**src/rtl/uart_regs_pkg.sv**
```systemverilog
// rtl/uart_regs_pkg.sv - 16550 register map, control constants and arbiter FSM states
package uart_regs_pkg;

    localparam logic [2:0] UART_THR = 3'd0;
    localparam logic [2:0] UART_DLL = 3'd0;
    localparam logic [2:0] UART_DLM = 3'd1;
    localparam logic [2:0] UART_FCR = 3'd2;
    localparam logic [2:0] UART_LCR = 3'd3;
    localparam logic [2:0] UART_LSR = 3'd5;

    localparam int         LSR_THRE     = 5;
    localparam logic [7:0] LCR_DLAB_8N1 = 8'h83;
    localparam logic [7:0] LCR_8N1      = 8'h03;
    localparam logic [7:0] FCR_EN_CLR   = 8'h07;

    typedef enum logic [3:0] {
        INIT_LCR1 = 4'd0,
        INIT_DLL  = 4'd1,
        INIT_DLM  = 4'd2,
        INIT_LCR2 = 4'd3,
        INIT_FCR  = 4'd4,
        IDLE      = 4'd5,
        POLL      = 4'd6,
        WAIT      = 4'd7,
        CHECK     = 4'd8,
        RETRY     = 4'd9,
        WRITE     = 4'd10
    } uart_arb_state_t;

    // Index reached by stepping `off` places past `last` around a ring of n entries.
    function automatic int rr_index(input int last, input int off, input int n);
        return (last + off) % n;
    endfunction

endpackage

```
**src/rtl/rr_arbiter.sv**
```systemverilog
// rtl/rr_arbiter.sv - combinational round-robin pick: first set request after `last`
module rr_arbiter
    import uart_regs_pkg::*;
#(
    parameter int NUM_REQ = 4
) (
    input  logic [NUM_REQ-1:0]         req,
    input  logic [$clog2(NUM_REQ)-1:0] last,
    output logic [$clog2(NUM_REQ)-1:0] grant,
    output logic                       found
);

    localparam int IW = $clog2(NUM_REQ);

    // Walk from the farthest offset to the nearest so the nearest valid index wins.
    always_comb begin
        grant = '0;
        found = 1'b0;
        for (int off = NUM_REQ; off >= 1; off--) begin
            if (req[IW'(rr_index(int'(last), off, NUM_REQ))]) begin
                grant = IW'(rr_index(int'(last), off, NUM_REQ));
                found = 1'b1;
            end
        end
    end

endmodule

```
**src/rtl/uart_tx_arbiter.sv**
```systemverilog
// rtl/uart_tx_arbiter.sv - configures the UART for 8N1, then feeds THR from
// round-robin requesters, polling LSR.THRE before every byte
module uart_tx_arbiter
    import uart_regs_pkg::*;
#(
    parameter int          NUM_REQ = 4,
    parameter logic [15:0] DIVISOR = 16'd15,
    parameter int          RD_LAT  = 2
) (
    input  logic                       clk,
    input  logic                       rst,
    input  logic [NUM_REQ-1:0]         req_valid,
    input  logic [NUM_REQ*8-1:0]       req_data,
    output logic [NUM_REQ-1:0]         req_ready,
    output logic                       i_tx_en,
    output logic [2:0]                 waddr,
    output logic [7:0]                 wdata,
    output logic                       i_rx_en,
    output logic [2:0]                 raddr,
    input  logic [7:0]                 rdata,
    output logic                       init_done,
    output logic [$clog2(NUM_REQ)-1:0] grant_id
);

    localparam int IW = $clog2(NUM_REQ);
    localparam int CW = $clog2(RD_LAT + 1);

    uart_arb_state_t state_q, state_d;
    logic            gap_q, gap_d;
    logic            init_done_q, init_done_d;
    logic [IW-1:0]   last_q, last_d;
    logic [IW-1:0]   grant_id_q, grant_id_d;
    logic [7:0]      byte_q, byte_d;
    logic [CW-1:0]   cnt_q, cnt_d;
    logic            thre_q, thre_d;
    logic [2:0]      waddr_q, waddr_d;
    logic [7:0]      wdata_q, wdata_d;
    logic [2:0]      raddr_q, raddr_d;
    logic            tx_en, rx_en;
    logic [NUM_REQ-1:0] ready;

    logic [IW-1:0]   rr_grant;
    logic            rr_found;
    logic            unused_rdata;

    rr_arbiter #(
        .NUM_REQ (NUM_REQ)
    ) u_rr (
        .req   (req_valid),
        .last  (last_q),
        .grant (rr_grant),
        .found (rr_found)
    );

    // Only THRE matters; the rest of LSR is read but ignored.
    assign unused_rdata = ^rdata;

    always_comb begin
        state_d     = state_q;
        gap_d       = gap_q;
        init_done_d = init_done_q;
        last_d      = last_q;
        grant_id_d  = grant_id_q;
        byte_d      = byte_q;
        cnt_d       = cnt_q;
        thre_d      = thre_q;
        waddr_d     = waddr_q;
        wdata_d     = wdata_q;
        raddr_d     = raddr_q;
        tx_en       = 1'b0;
        rx_en       = 1'b0;
        ready       = '0;

        unique case (state_q)
            // Each init state spends one idle cycle (gap_q) and then one write cycle.
            INIT_LCR1, INIT_DLL, INIT_DLM, INIT_LCR2, INIT_FCR: begin
                if (gap_q) begin
                    gap_d = 1'b0;
                end else begin
                    tx_en = 1'b1;
                    gap_d = 1'b1;
                    unique case (state_q)
                        INIT_LCR1: begin
                            waddr_d = UART_LCR;
                            wdata_d = LCR_DLAB_8N1;
                            state_d = INIT_DLL;
                        end
                        INIT_DLL: begin
                            waddr_d = UART_DLL;
                            wdata_d = DIVISOR[7:0];
                            state_d = INIT_DLM;
                        end
                        INIT_DLM: begin
                            waddr_d = UART_DLM;
                            wdata_d = DIVISOR[15:8];
                            state_d = INIT_LCR2;
                        end
                        INIT_LCR2: begin
                            waddr_d = UART_LCR;
                            wdata_d = LCR_8N1;
                            state_d = INIT_FCR;
                        end
                        default: begin
                            waddr_d     = UART_FCR;
                            wdata_d     = FCR_EN_CLR;
                            state_d     = IDLE;
                            init_done_d = 1'b1;
                        end
                    endcase
                end
            end
            IDLE: begin
                if (init_done_q && rr_found) begin
                    for (int k = 0; k < NUM_REQ; k++) begin
                        if (rr_grant == IW'(k)) begin
                            ready[k] = 1'b1;
                            byte_d   = req_data[k*8 +: 8];
                        end
                    end
                    grant_id_d = rr_grant;
                    last_d     = rr_grant;
                    state_d    = POLL;
                end
            end
            POLL: begin
                rx_en   = 1'b1;
                raddr_d = UART_LSR;
                cnt_d   = CW'(RD_LAT);
                state_d = WAIT;
            end
            WAIT: begin
                cnt_d = cnt_q - CW'(1);
                if (cnt_q == CW'(1)) begin
                    thre_d  = rdata[LSR_THRE];
                    state_d = CHECK;
                end
            end
            CHECK: begin
                state_d = thre_q ? WRITE : RETRY;
            end
            RETRY: begin
                state_d = POLL;
            end
            WRITE: begin
                tx_en   = 1'b1;
                waddr_d = UART_THR;
                wdata_d = byte_q;
                state_d = IDLE;
            end
            default: begin
                state_d = INIT_LCR1;
                gap_d   = 1'b1;
            end
        endcase
    end

    always_ff @(posedge clk) begin
        if (rst) begin
            state_q     <= INIT_LCR1;
            gap_q       <= 1'b1;
            init_done_q <= 1'b0;
            last_q      <= IW'(NUM_REQ - 1);
            grant_id_q  <= '0;
            byte_q      <= '0;
            cnt_q       <= '0;
            thre_q      <= 1'b0;
            waddr_q     <= '0;
            wdata_q     <= '0;
            raddr_q     <= '0;
        end else begin
            state_q     <= state_d;
            gap_q       <= gap_d;
            init_done_q <= init_done_d;
            last_q      <= last_d;
            grant_id_q  <= grant_id_d;
            byte_q      <= byte_d;
            cnt_q       <= cnt_d;
            thre_q      <= thre_d;
            waddr_q     <= waddr_d;
            wdata_q     <= wdata_d;
            raddr_q     <= raddr_d;
        end
    end

    // Strobes decode the current state so address/data are valid in the strobe cycle.
    assign i_tx_en   = tx_en;
    assign i_rx_en   = rx_en;
    assign waddr     = waddr_d;
    assign wdata     = wdata_d;
    assign raddr     = raddr_d;
    assign req_ready = ready;
    assign init_done = init_done_q;
    assign grant_id  = grant_id_q;

endmodule
```
**config.mk**
```make
export PLATFORM = sky130hd
export DESIGN_NAME = uart_tx_arbiter
export DESIGN_NICKNAME = d
export VERILOG_FILES = /design/src/rtl/uart_regs_pkg.sv /design/src/rtl/rr_arbiter.sv /design/src/rtl/uart_tx_arbiter.sv
export SDC_FILE = /design/constraint.sdc
export NUM_CORES = 1
export LEC_CHECK = 0
export CORE_UTILIZATION = 60
export CTS_BUF_LIST = sky130_fd_sc_hd__clkbuf_4 sky130_fd_sc_hd__clkbuf_8
export DETAILED_ROUTE_END_ITERATION = 16
export DONT_BUFFER_PORTS = 1
export PLACE_DENSITY = 0.76
export SYNTH_ARGS = -nofsm -noshare
export SYNTH_HDL_FRONTEND = slang
export SYNTH_SLANG_ARGS = --single-unit
export TNS_END_PERCENT = 10
```
**constraint.sdc**
```tcl
create_clock -name clk -period 1.7 [get_ports clk]
set_input_delay 0.17 -clock clk [delete_from_list [all_inputs] [get_ports clk]]
set_output_delay 0.17 -clock clk [all_outputs]
set_load 0.005 [all_outputs]
```
# ---- Yosys cells after proc, flatten, opt, wreduce, memory -nomap -nowiden
# Cells that the tools add are included.
dict set report op_classes {
  add_sub_neg 5
  mul 0
  div_mod_pow 0
  order_cmp 4
  eq_ne 17
  shifts 0
  n_mux 48
  bitwise_logic 2
  reduce_logical 14
}
# cell n
set ops {}
lappend ops {{2-to-1 mux 8 bit} 5}
lappend ops {{one-hot mux 8 bit (4 select lines)} 1}
lappend ops {{one-hot mux 4 bit (7 select lines)} 1}
lappend ops {{2-to-1 mux 4 bit} 5}
lappend ops {{2-to-1 mux 1 bit} 18}
lappend ops {{== test 4 x 3 -> 1 bit, second input constant} 4}
lappend ops {{< comparator 2 x 4 -> 1 bit, second input constant} 4}
lappend ops {{one-hot mux 8 bit (2 select lines)} 1}
lappend ops {{== test 4 bit, second input constant} 3}
lappend ops {{one-hot mux 3 bit (4 select lines)} 1}
lappend ops {{2-to-1 mux 2 bit} 5}
lappend ops {{AND reduction 3 bit} 3}
lappend ops {{binary-select mux 1 bit (select 2 bit)} 4}
lappend ops {{== test 4 x 2 -> 1 bit, second input constant} 2}
lappend ops {{2-to-1 mux 3 bit} 2}
lappend ops {{inequality test 2 bit, second input constant} 3}
lappend ops {{one-hot mux 2 bit (3 select lines)} 1}
lappend ops {{one-hot mux 3 bit (2 select lines)} 1}
lappend ops {{OR reduction 6 bit} 1}
lappend ops {{OR reduction 5 bit} 1}
lappend ops {{adder 2 x 1 -> 2 bit, second input constant} 2}
lappend ops {{adder 2 bit, second input constant} 2}
lappend ops {{== test 2 x 1 -> 1 bit, second input constant} 2}
lappend ops {{== test 2 bit, second input constant} 2}
lappend ops {{13 further kinds} 16}
dict set report totals {
  ff_bits 35
  latchBits 0
  ramBits 0
  rom_bits 0
  in_bits 46
  word_cells 101
  mem_count 0
}

# ---- Logic depth before layout (Yosys ltp)
dict set report logic_depth {
  ltp_word 13
  mapped_depth 7
  ltp_nobuf 6
}

# ---- Hierarchy
# Synthesis repeated with hierarchy kept, for this count alone.
dict set report hier_totals {
  cells_unflattened 232
  hier_area_um2 1951.9
}
# mod instances cells_per_inst area_per_inst_um2 seq_area_each_um2
set modules_own_cells {}
lappend modules_own_cells {uart_tx_arbiter 1 218 1860.5 700.7}
lappend modules_own_cells {rr_arbiter 1 14 91.3 0.0}

# ---- Worst setup path before layout
# OpenSTA, ideal clock, no wires.
dict set report synth_path {
  path_kind {reg-to-reg}
  from {register gap_q}
  to {register wdata_q[2]}
  setup_ps 128
  arrival_time_ps 1419
  t_required_ps 1572
  setup_slack_ps 153
  path_stages_with_launch 8
  n_path_buf 2
  synth_period_minus_slack_ps 1547
  path_cell_list {dfxtp_1 buf_4 nor3_4 o21ai_1 nor2b_1 buf_2 a211o_1 nor2b_1}
}
dict set report synth_between {
  elab_chain_len 2
}
# item line_no
set synth_lines {}
lappend synth_lines {{start, declared} uart_tx_arbiter.sv:29} ;# logic gap_q, gap_d;
lappend synth_lines {{start signal, assigned} uart_tx_arbiter.sv:172} ;# gap_q <= gap_d;
lappend synth_lines {{2-to-1 mux 8 bit} uart_tx_arbiter.sv:77} ;# if (gap_q) begin
lappend synth_lines {{one-hot mux 8 bit (2 select lines)} uart_tx_arbiter.sv:74} ;# unique case (state_q)
lappend synth_lines {{via wdata[2]} uart_tx_arbiter.sv:17} ;# output logic [7:0] wdata,
lappend synth_lines {{end signal, assigned} uart_tx_arbiter.sv:180} ;# wdata_q <= wdata_d;
lappend synth_lines {{end, declared} uart_tx_arbiter.sv:37} ;# logic [7:0] wdata_q, wdata_d;
# The timed path passes the listed nets, and every way through them passes these cells.
# A chain may end at the register's enable or synchronous reset.

# ---- Worst setup path in the final report
dict set report layout_path {
  from {register state_q[1]}
  to {output req_ready[1]}
}
dict set report layout_between {
  elab_chain_len 2
}
# item line_no
set layout_lines {}
lappend layout_lines {{start, declared} uart_tx_arbiter.sv:28} ;# uart_arb_state_t state_q, state_d;
lappend layout_lines {{start signal, assigned} uart_tx_arbiter.sv:171} ;# state_q <= state_d;
lappend layout_lines {{== test 4 x 3 -> 1 bit} uart_tx_arbiter.sv:74}
lappend layout_lines {{2-to-1 mux 4 bit} uart_tx_arbiter.sv:74}
lappend layout_lines {{end, declared} uart_tx_arbiter.sv:14} ;# output logic [NUM_REQ-1:0] req_ready,
# No other way between the ends.

==> reports/qor.csv <==
metric,value,unit
run_status,"finished, violations left",
violations,negative setup slack,
crit_path_start_kind,register,
powerDensity,838.7,nW/um^2
slew_headroom,0.2918,
reg2reg_depth,6,
drv_cap,0,
drt_first_pass_iters,4,
ys_seq_area_frac,0.3365,
fin_ws,-0.08987,ns
utilization,0.7297,
portBuffers,0,
path_class,reg2out,
cp.required,1.53,ns
setup_violations,12,
ys_async_sr_fraction,0,
grt_max_degree,31,
clkLatencyLatePin,0.35,ns
cts_htree_levels,2,
track_usage,0.2686,
maxSlewViolCount,0,
antennaDiodeCount,0,
synth-main-ff-cell,dfxtp_1,
area_growth_syn_to_layout,16.95,%
syn_avg_cell_area,8.860,sq um
p_comb_frac,0.252,
worstHoldPathType,in2reg,
p_sw,0.5883,mW
n_fill_cell,250,
multi_input_area,1314,sq um
drive_gt1_frac,0.2948,
min_to,byte_q[6],
detail_route.iter0.violations,64,
core_area,3337,sq um
swShare,0.2881,
rows,21,
hpwl,3221,um
syn-num-nets,282,
root_buffer,clkbuf_4,
reg2reg_from,state_q[1],
synthMostInstantiatedCell,dfxtp_1,
finClkSkew,0.01433,ns
place_congestion,0.8696,
synth.largest_area_cell,dfxtp_1,
synth_area_leaders,"dfxtp_1, mux2i_1, nor2b_1, mux2_2, o21ai_2",
via_count,1798,
grt_pass1_vias,1650,
wl,4639,um
fin_crit_sh,1.053,
cts_sinks,35,
drtAntennaViolNets,0,
synth_common_cells,"dfxtp_1, nor2b_1, mux2i_1",
holdCritStartpoint,rst,
arrival,1.62,ns
grt_antenna_before_repair,0,
grt_pass1_wl,7293,um
worstPathMaxFanout,7,
syn-cell-area,2082,sq um
rrSetupSlack,0.09,ns
r2r_end,state_q[2],
p_clk_frac,0.311,
die_h,60.91,um
worst_pin_slew,1.059,ns
synth-edff-count,0,
max_freq,0.5587,GHz
grt-ovfl-total,0,
seqPwrFrac,0.437,
synth_top_area_frac,0.3365,
hold_violations,0,
nNetsFinal,297,
fp.dieW,60.91,um
regArea,716.9,sq um
fin_total_pwr,2.042,mW
ios,69,
synth_cell_types,51,
dieArea,3709,sq um
critPathCaptureType,primary output,
syn-instance-count,235,
clk_pin_slew,0.12,ns
wl_per_cell,15.62,um
numCtsBuffers,5,
vdd_drop_max,553.9,uV
rsz0062_at_grt,true,
leakage,1.006,nW
cts_tree,yes,
synth_seq_cells,35,
post-place-ws,0.02892,ns
clockBufferDepth,2,
drc_errors,0,
initial_utilization,0.6239,
min_path_cells,2,
p_int,1.454,mW
synth_warnings,0,
viasPerCell,6.054,
period_minus_slack,1.790,ns
[stage by stage]
| step | hold WS [ns] | std cells | setup TNS [ns] | area, sq um |
|---|---|---|---|---|
| floorplan | 0.3139 | 235 | 0 | 2082 |
| global placement | 0.2443 | 285 | 0 | 2202 |
| detailed placement | 0.2467 | 285 | 0 | 2202 |
| CTS | 0.0005305 | 297 | -0.6248 | 2397 |
| global route | 0.002334 | 297 | -1.664 | 2435 |
| finish | 0.008218 | 297 | -0.6092 | 2435 |
[power by group through the flow]
stage / sequential (mW) / combinational [mW] / clock (mW)
final: 0.892 / 0.516 / 0.634
after floorplan: 0.890 / 0.369 / 0
after global placement: 0.906 / 0.446 / 0
after detailed placement: 0.907 / 0.453 / 0
after global routing: 0.898 / 0.560 / 0.677
after CTS: 0.891 / 0.496 / 0.646
[cell families after synthesis]
| group | after synthesis | share of synthesized area |
|---|---|---|
| AOI/OAI and AO/OA | 61 | 0.2079 |
| buffers and inverters | 24 | 0.07211 |
| DFF | 35 | 0.3365 |
| xor gates and xnor gates | 1 | 0.004207 |
| and+or+nand+nor | 87 | 0.2434 |
| adders and majority gates | 1 | 0.006009 |
| muxes | 26 | 0.1298 |
[worst max-delay path, cell delays in order (launching register included)]
cell and delay, ns:
dfxtp_4 0.39, buf_4 0.16, inv_4 0.09, nand3_4 0.08, nand2b_4 0.16, buf_4 0.16, and3b_1 0.23
[layer usage]
layer,vias to the layer above,track usage,share of wire
met5,-,0,0
met4,0,0.1558,0.031
met1,839,0.3399,0.44
met2,65,0.4192,0.48
met3,17,0.06183,0.050
li1,877,-,-
[sequential cells by signal, indices dropped and copies added (netlist names)]
signal,cells
last_q,2
cnt_q,2
grant_id,2
init_done,1
thre_q,1
gap_q,1
byte_q,8
state_q,4
wdata_q,8
waddr_q,3
raddr_q,3
[what timing repair did]
action / 4_1_cts / 5_1_grt
setup endpoints to repair: 20 / 17
hold endpoints to repair: 30 / 0
pin swaps: 3 / 1
gates resized for setup: 23 / 12
buffers inserted: 1 / 0
hold buffers: 3 / 0
[how the worst max path moves through the flow]
| stage | startpoint | endpoint | depth (start not counted) | slack, ns |
|---|---|---|---|---|
| 2_1_floorplan | gap_q | wdata_q[2] | 7 | 0.15 |
| 3_3_place_gp | state_q[3] | wdata_q[6] | 5 | 0.08 |
| 3_5_place_dp | state_q[3] | wdata_q[5] | 5 | 0.03 |
| 4_1_cts | state_q[2] | req_ready[1] | 6 | -0.09 |
| 5_1_grt | state_q[2] | wdata[1] | 5 | -0.14 |
| 6_report | state_q[1] | req_ready[1] | 6 | -0.09 |
[placed cells by master, fill, tap and decap left out, types with 5 or more instances in the layout]
cell      netlist  final
nand3b_1        8      8
nor3_1          7      6
mux2_2          8      8
o21ai_0        11      8
clkbuf_4        0      5
buf_4           4     19
dfxtp_1        35     30
o21ai_1         3      6
nor2_1         16     11
nor2b_1        20     17
nand2_1        10     10
a21oi_1        13     13
nand3_1         7      6
mux2i_1        18     18
o21ai_2         8      8
[area by class of cell]
cell class / count / area share
Clock buffer: 6 / 0.02107
Clock inverter: 2 / 0.01439
Inverter: 6 / 0.01028
Multi-Input combinational cell: 176 / 0.5396
Sequential cell: 35 / 0.2944
Tap cell: 46 / 0.02364
Timing Repair Buffer: 26 / 0.09661
No activity file was read; power rests on OpenSTA's default activity.
